File: config.mk
export PLATFORM = sky130hd
export DESIGN_NAME = fifo_flex
export DESIGN_NICKNAME = d
export VERILOG_FILES = /design/src/rtl/fifo_flex_pkg.sv /design/src/rtl/fifo_flex_ram.sv /design/src/rtl/fifo_flex.sv
export SDC_FILE = /design/constraint.sdc
export NUM_CORES = 1
export LEC_CHECK = 0
export BUFFER_PORTS_ARGS = -buffer_cell sky130_fd_sc_hd__buf_2
export CAP_MARGIN = 25
export CORE_MARGIN = 2
export CORE_UTILIZATION = 53
export CTS_CLUSTER_DIAMETER = 80
export DETAILED_ROUTE_END_ITERATION = 10
export PLACE_DENSITY = 0.75
export SLEW_MARGIN = 20
export SYNTH_ARGS = -nofsm -noshare
export SYNTH_HDL_FRONTEND = slang
export SYNTH_SLANG_ARGS = --single-unit
export TNS_END_PERCENT = 50
File: constraint.sdc
create_clock -name clk -period 2.9 [get_ports clk]
set_clock_uncertainty 0.1 [all_clocks]
set_input_delay 0.29 -clock clk [delete_from_list [all_inputs] [get_ports clk]]
set_output_delay 0.29 -clock clk [all_outputs]
set_load 0.02 [all_outputs]
File: src/rtl/fifo_flex_pkg.sv
// Shared constants and width helpers for the flexible FIFO.
package fifo_flex_pkg;

    localparam int FWFT_OFF = 0;
    localparam int FWFT_ON  = 1;

    function automatic int clog2_depth(input int depth);
        return $clog2(depth);
    endfunction

    function automatic int count_width(input int depth);
        return $clog2(depth + 1);
    endfunction

endpackage

File: src/rtl/fifo_flex_ram.sv
// Simple dual-port storage: synchronous write, combinational read; no flow control of its own.
module fifo_flex_ram #(
    parameter int DATA_WIDTH = 16,
    parameter int DEPTH      = 8,
    parameter int AW         = 3
) (
    input  logic                  clk_i,
    input  logic                  wr_en_i,
    input  logic [AW-1:0]         wr_addr_i,
    input  logic [DATA_WIDTH-1:0] wr_data_i,
    input  logic [AW-1:0]         rd_addr_i,
    output logic [DATA_WIDTH-1:0] rd_data_o
);

    logic [DATA_WIDTH-1:0] mem_q [DEPTH];

    always_ff @(posedge clk_i) begin
        if (wr_en_i) begin
            mem_q[wr_addr_i] <= wr_data_i;
        end
    end

    assign rd_data_o = mem_q[rd_addr_i];

endmodule

File: src/rtl/fifo_flex.sv
// Parametrised sync FIFO, any depth; standard read 1-cycle latency or FWFT zero latency.
// Writes dropped (overflow pulse) when full without a same-cycle pop; empty reads pulse underflow.
module fifo_flex
    import fifo_flex_pkg::*;
#(
    parameter int DATA_WIDTH = 16,
    parameter int DEPTH      = 8,
    parameter int AF_LEVEL   = DEPTH - 2,
    parameter int AE_LEVEL   = 2,
    parameter int FWFT       = FWFT_OFF
) (
    input  logic                          clk,
    input  logic                          reset,
    input  logic                          flush,
    input  logic                          wr_en,
    input  logic [DATA_WIDTH-1:0]         data_in,
    input  logic                          rd_en,
    output logic [DATA_WIDTH-1:0]         data_out,
    output logic                          rd_valid,
    output logic                          full,
    output logic                          empty,
    output logic                          almost_full,
    output logic                          almost_empty,
    output logic [count_width(DEPTH)-1:0] count,
    output logic                          overflow,
    output logic                          underflow
);

    localparam int AW = clog2_depth(DEPTH);
    localparam int CW = count_width(DEPTH);
    localparam logic [AW-1:0] PTR_LAST = AW'(DEPTH - 1);
    localparam logic [CW-1:0] CNT_FULL = CW'(DEPTH);
    localparam logic [CW-1:0] AF_CNT   = CW'(AF_LEVEL);
    localparam logic [CW-1:0] AE_CNT   = CW'(AE_LEVEL);

    if (AF_LEVEL < 1 || AF_LEVEL > DEPTH) begin : g_bad_af
        $error("fifo_flex: AF_LEVEL %0d outside 1..%0d", AF_LEVEL, DEPTH);
    end
    if (AE_LEVEL < 0 || AE_LEVEL > DEPTH - 1) begin : g_bad_ae
        $error("fifo_flex: AE_LEVEL %0d outside 0..%0d", AE_LEVEL, DEPTH - 1);
    end

    logic [AW-1:0] wr_ptr_q, wr_ptr_d, rd_ptr_q, rd_ptr_d;
    logic [CW-1:0] count_q, count_d;
    logic          full_q, empty_q, afull_q, aempty_q, ovf_q, unf_q;
    logic          wr_ok, rd_ok;
    logic [DATA_WIDTH-1:0] ram_rd_dat;

    // A pop in the same cycle frees the slot a write into a full FIFO needs.
    assign rd_ok = rd_en && !empty_q;
    assign wr_ok = wr_en && (!full_q || rd_ok);

    always_comb begin
        wr_ptr_d = wr_ptr_q;
        rd_ptr_d = rd_ptr_q;
        count_d  = count_q;
        if (wr_ok) begin
            wr_ptr_d = (wr_ptr_q == PTR_LAST) ? '0 : wr_ptr_q + AW'(1);
        end
        if (rd_ok) begin
            rd_ptr_d = (rd_ptr_q == PTR_LAST) ? '0 : rd_ptr_q + AW'(1);
        end
        if (wr_ok && !rd_ok) begin
            count_d = count_q + CW'(1);
        end else if (rd_ok && !wr_ok) begin
            count_d = count_q - CW'(1);
        end
    end

    always_ff @(posedge clk) begin
        if (reset || flush) begin
            wr_ptr_q <= '0;
            rd_ptr_q <= '0;
            count_q  <= '0;
            full_q   <= 1'b0;
            empty_q  <= 1'b1;
            afull_q  <= 1'b0;
            aempty_q <= 1'b1;
            ovf_q    <= 1'b0;
            unf_q    <= 1'b0;
        end else begin
            wr_ptr_q <= wr_ptr_d;
            rd_ptr_q <= rd_ptr_d;
            count_q  <= count_d;
            full_q   <= (count_d == CNT_FULL);
            empty_q  <= (count_d == '0);
            afull_q  <= (count_d >= AF_CNT);
            aempty_q <= (count_d <= AE_CNT);
            ovf_q    <= wr_en && full_q && !rd_ok;
            unf_q    <= rd_en && empty_q;
        end
    end

    fifo_flex_ram #(
        .DATA_WIDTH (DATA_WIDTH),
        .DEPTH      (DEPTH),
        .AW         (AW)
    ) u_ram (
        .clk_i     (clk),
        .wr_en_i   (wr_ok),
        .wr_addr_i (wr_ptr_q),
        .wr_data_i (data_in),
        .rd_addr_i (rd_ptr_q),
        .rd_data_o (ram_rd_dat)
    );

    if (FWFT == FWFT_ON) begin : g_fwft
        // Head is presented directly; forced to zero while empty so reset shows data_out = 0.
        assign data_out = empty_q ? '0 : ram_rd_dat;
        assign rd_valid = !empty_q;
    end else begin : g_std
        logic [DATA_WIDTH-1:0] dout_q;
        logic                  vld_q;
        always_ff @(posedge clk) begin
            if (reset || flush) begin
                dout_q <= '0;
                vld_q  <= 1'b0;
            end else begin
                vld_q <= rd_ok;
                if (rd_ok) begin
                    dout_q <= ram_rd_dat;
                end
            end
        end
        assign data_out = dout_q;
        assign rd_valid = vld_q;
    end

    assign full         = full_q;
    assign empty        = empty_q;
    assign almost_full  = afull_q;
    assign almost_empty = aempty_q;
    assign count        = count_q;
    assign overflow     = ovf_q;
    assign underflow    = unf_q;

endmodule

==> run_results.csv <==
group,metric,value,unit
drt,routedWlPerCell,20.8,um
synthesis,synth_fa_ha_area_share,1.21,%
sta,fin_crit_sh,76.5,%
die,fp.dieArea,12600,um2
global_routing,grt_max_degree,36,
clock_network,clk_latency,0.42,ns
pwr,p_int,4.12,mW
clock_network,cts_resized,0,
sta,hold_viol,0,
drt,drt_first_pass_iters,4,
final_layout,final_design_area_no_fill,7360,um2
final_layout,drive_above_1_share,34.9,%
synthesis,synth_compound_area_share,4.77,%
synthesis,syn-num-nets,368,
placed_design,gp_congestion,0.818,
sta,drv_slew,0,
drt,via_per_inst,5.69,
synthesis,synth_edf_count,128,
clock_network,cts-buffers-inserted,17,
synthesis,mappedNetlistArea,6190,um2
pwr,clkPwrFrac,46.7,%
global_routing,globalRouteOverflowTotal,0,
critical_path,cp.required,2.93,ns
synthesis,yosys-mux-area-fraction,14.6,%
drt,route.detailed.drc,0,
synthesis,synthXorXnorAreaFrac,0.546,%
synthesis,syn_inst,341,
sta,slew_headroom,52.1,%
final_layout,area_delta_synth_final,18.8,%
drt,via_count,3213,
pwr,power.density,696,nW/um2
die,initial_core_util,54.2,%
run,drv_cap,0,
pwr,power.switching,1.00,mW
final_layout,layout.nets,435,
sta,fin_setup_tns,0,ns
sta,fmax,0.451,GHz
final_layout,final_cells,565,
clock_network,cts_sinks,161,
die,die_h,112,um
pwr,p_total,5.12,mW
synthesis,ys_seq_elements,161,
sta,setup_viol,0,
synthesis,async_reset_ff_share,0,%
sta,worst_slew_pin_slew,0.716,ns
sta,min_period,2.22,ns
drt,postRouteAntennaNets,0,
synthesis,synth.avg_cell_area,18.2,um2
pwr,ir_drop,0.456,mV
placed_design,placed_area,6710,um2
pwr,p_leak,2.51,nW
die,design.core.area,11400,um2
synthesis,yosys.area_share.simple,4.49,%
die,row_count,39,
final_layout,fill_cells,787,
synthesis,yosysWarnings,0,
drt,dr.first_iter.drc_count,201,
placed_design,place.port_buffers,47,
critical_path,critical_path_class,"flop to flop",
sta,rsz0062_at_grt,"false",
clock_network,cts_tree,"built",
critical_path,endpoint_kind,"flop",
synthesis,synth-seq-area-share,72.7,%
synthesis,synth_top_family_by_area,"multiplexers",
die,pin_count,48,
clock_network,clockBufferDepth,2,
drt,routed_wl,11800,um
clock_network,hold_buffers,0,
die,die_width,112,um
critical_path,worst-path-max-fanout,11,
status,status,"complete, no violations",
global_routing,grt.total_usage,19.9,%
synthesis,ys.flop_type,"edfxtp_1",
pwr,pwr-share-comb,3.7,%
pwr,seqPwrFrac,49.6,%
global_routing,grt_pass1_wl,18400,um
critical_path,cp.arrival,2.24,ns
clock_network,h-tree-depth,4,
clock_network,post_cts_buffers,0,
clock_network,clock-root-buffer,"clkbuf_16",
global_routing,grt_pass1_vias,3330,
placed_design,post-dp-hpwl,7180,um
placed_design,dp_cells,532,
synthesis,synth_cell_types,39,
critical_path,start_kind,"flop",
pwr,switching_share,19.5,%
global_routing,antenna_found_initial,1,
clock_network,clkTransAtPathRegs,0.06,ns
min_path,min_path_type,"primary input to flop",
-- routing by layer --
layer	vias up	track usage [%]	wire length (um)
met2	92	31.1	5810
met1	1613	27.1	5110
met3	19	5.51	640
li1	1489	-	-
met5	-	0	0
met4	0	7.89	208
-- power groups by stage --
stage	Clock [mW]	Combinational, mW	Sequential, mW
6_report	2.39	0.188	2.54
5_1_grt	2.52	0.207	2.54
4_1_cts	2.43	0.190	2.54
3_5_place_dp	0	0.189	2.59
3_3_place_gp	0	0.181	2.59
2_1_floorplan	0	0.0998	2.60
-- final timing paths --
path	slack [ns]	end	cells after the start	from
min reg2reg	0.44	data_out[12]$_SDFFE_PP0P_	2	data_out[12]$_SDFFE_PP0P_
max	0.68	u_ram.mem_q[0][1]$_DFFE_PP_	5	empty$_SDFF_PP1_
max reg2reg	0.68	u_ram.mem_q[0][1]$_DFFE_PP_	5	empty$_SDFF_PP1_
min	0.04	u_ram.mem_q[4][2]$_DFFE_PP_	1	data_in[2]
-- sequential cells by signal, summed over array words and instances (netlist names) --
register      count
data_out         16
almost_full       1
u_ram.mem_q     128
rd_ptr_q          3
underflow         1
full              1
wr_ptr_q          3
rd_valid          1
almost_empty      1
count             4
overflow          1
empty             1
-- synthesized netlist by cell type, types with 3 or more instances --
cell / count / share of area, %
clkbuf_1: 10 / 0.61
a21oi_1: 25 / 2.0
ha_1: 6 / 1.2
nor2_1: 9 / 0.55
inv_1: 3 / 0.18
nand2_1: 10 / 0.61
edfxtp_1: 128 / 62
buf_4: 4 / 0.48
o21ai_0: 18 / 1.5
nor3_1: 7 / 0.57
buf_2: 4 / 0.32
dfxtp_1: 33 / 11
nand3_1: 4 / 0.32
mux2i_1: 16 / 2.6
mux4_2: 32 / 12
nand2b_1: 3 / 0.30
-- cell usage in the layout (no fill, tap or decap), drive strengths merged, types with 7 or more instances in the layout --
master / instances
a21oi: 25
buf: 66
clkbuf: 18
dfxtp: 33
edfxtp: 128
mux2i: 17
mux4: 32
nand2: 13
nor2: 9
nor3: 7
o21ai: 19
-- per-stage QoR --
stage                     setup slack, ns  util (%)  hold slack [ns]
after global placement              0.750      58.8            0.418
after floorplan                     0.217         -            0.289
after detailed placement            0.685      58.8            0.418
final                               0.682      64.4           0.0377
after global routing                0.504      64.4           0.0300
after CTS                           0.663      64.4           0.0224
-- kinds of logic after synthesis --
logic type | count (synthesis)
buffers and inverters | 22
multiplexers | 49
XOR/XNOR | 3
flip-flops | 161
adder cells (fa/ha/maj) | 6
AND/OR/NAND/NOR | 50
AO/OA/AOI/OAI | 50
-- critical path, cell delays in order (launching register included) --
cell and delay, ns:
dfxtp_1 0.35, nand2b_1 0.36, nand2_2 0.23, nand2_2 0.16
nor4_4 0.43, buf_4 0.29
-- area by class of cell --
| type | instances | area [um2] | share of cell area [%] |
|---|---|---|---|
| sequential | 161 | 4510 | 61.3 |
| multi-input combinational | 158 | 1620 | 22.1 |
| clock buffer | 18 | 429 | 5.83 |
| timing repair buffer | 66 | 390 | 5.31 |
| clock inverter | 14 | 211 | 2.87 |
| tap | 143 | 179 | 2.43 |
| inverter | 4 | 15.0 | 0.204 |
| antenna | 1 | 2.50 | 0.0340 |
No activity file was read; power rests on OpenSTA's default activity.
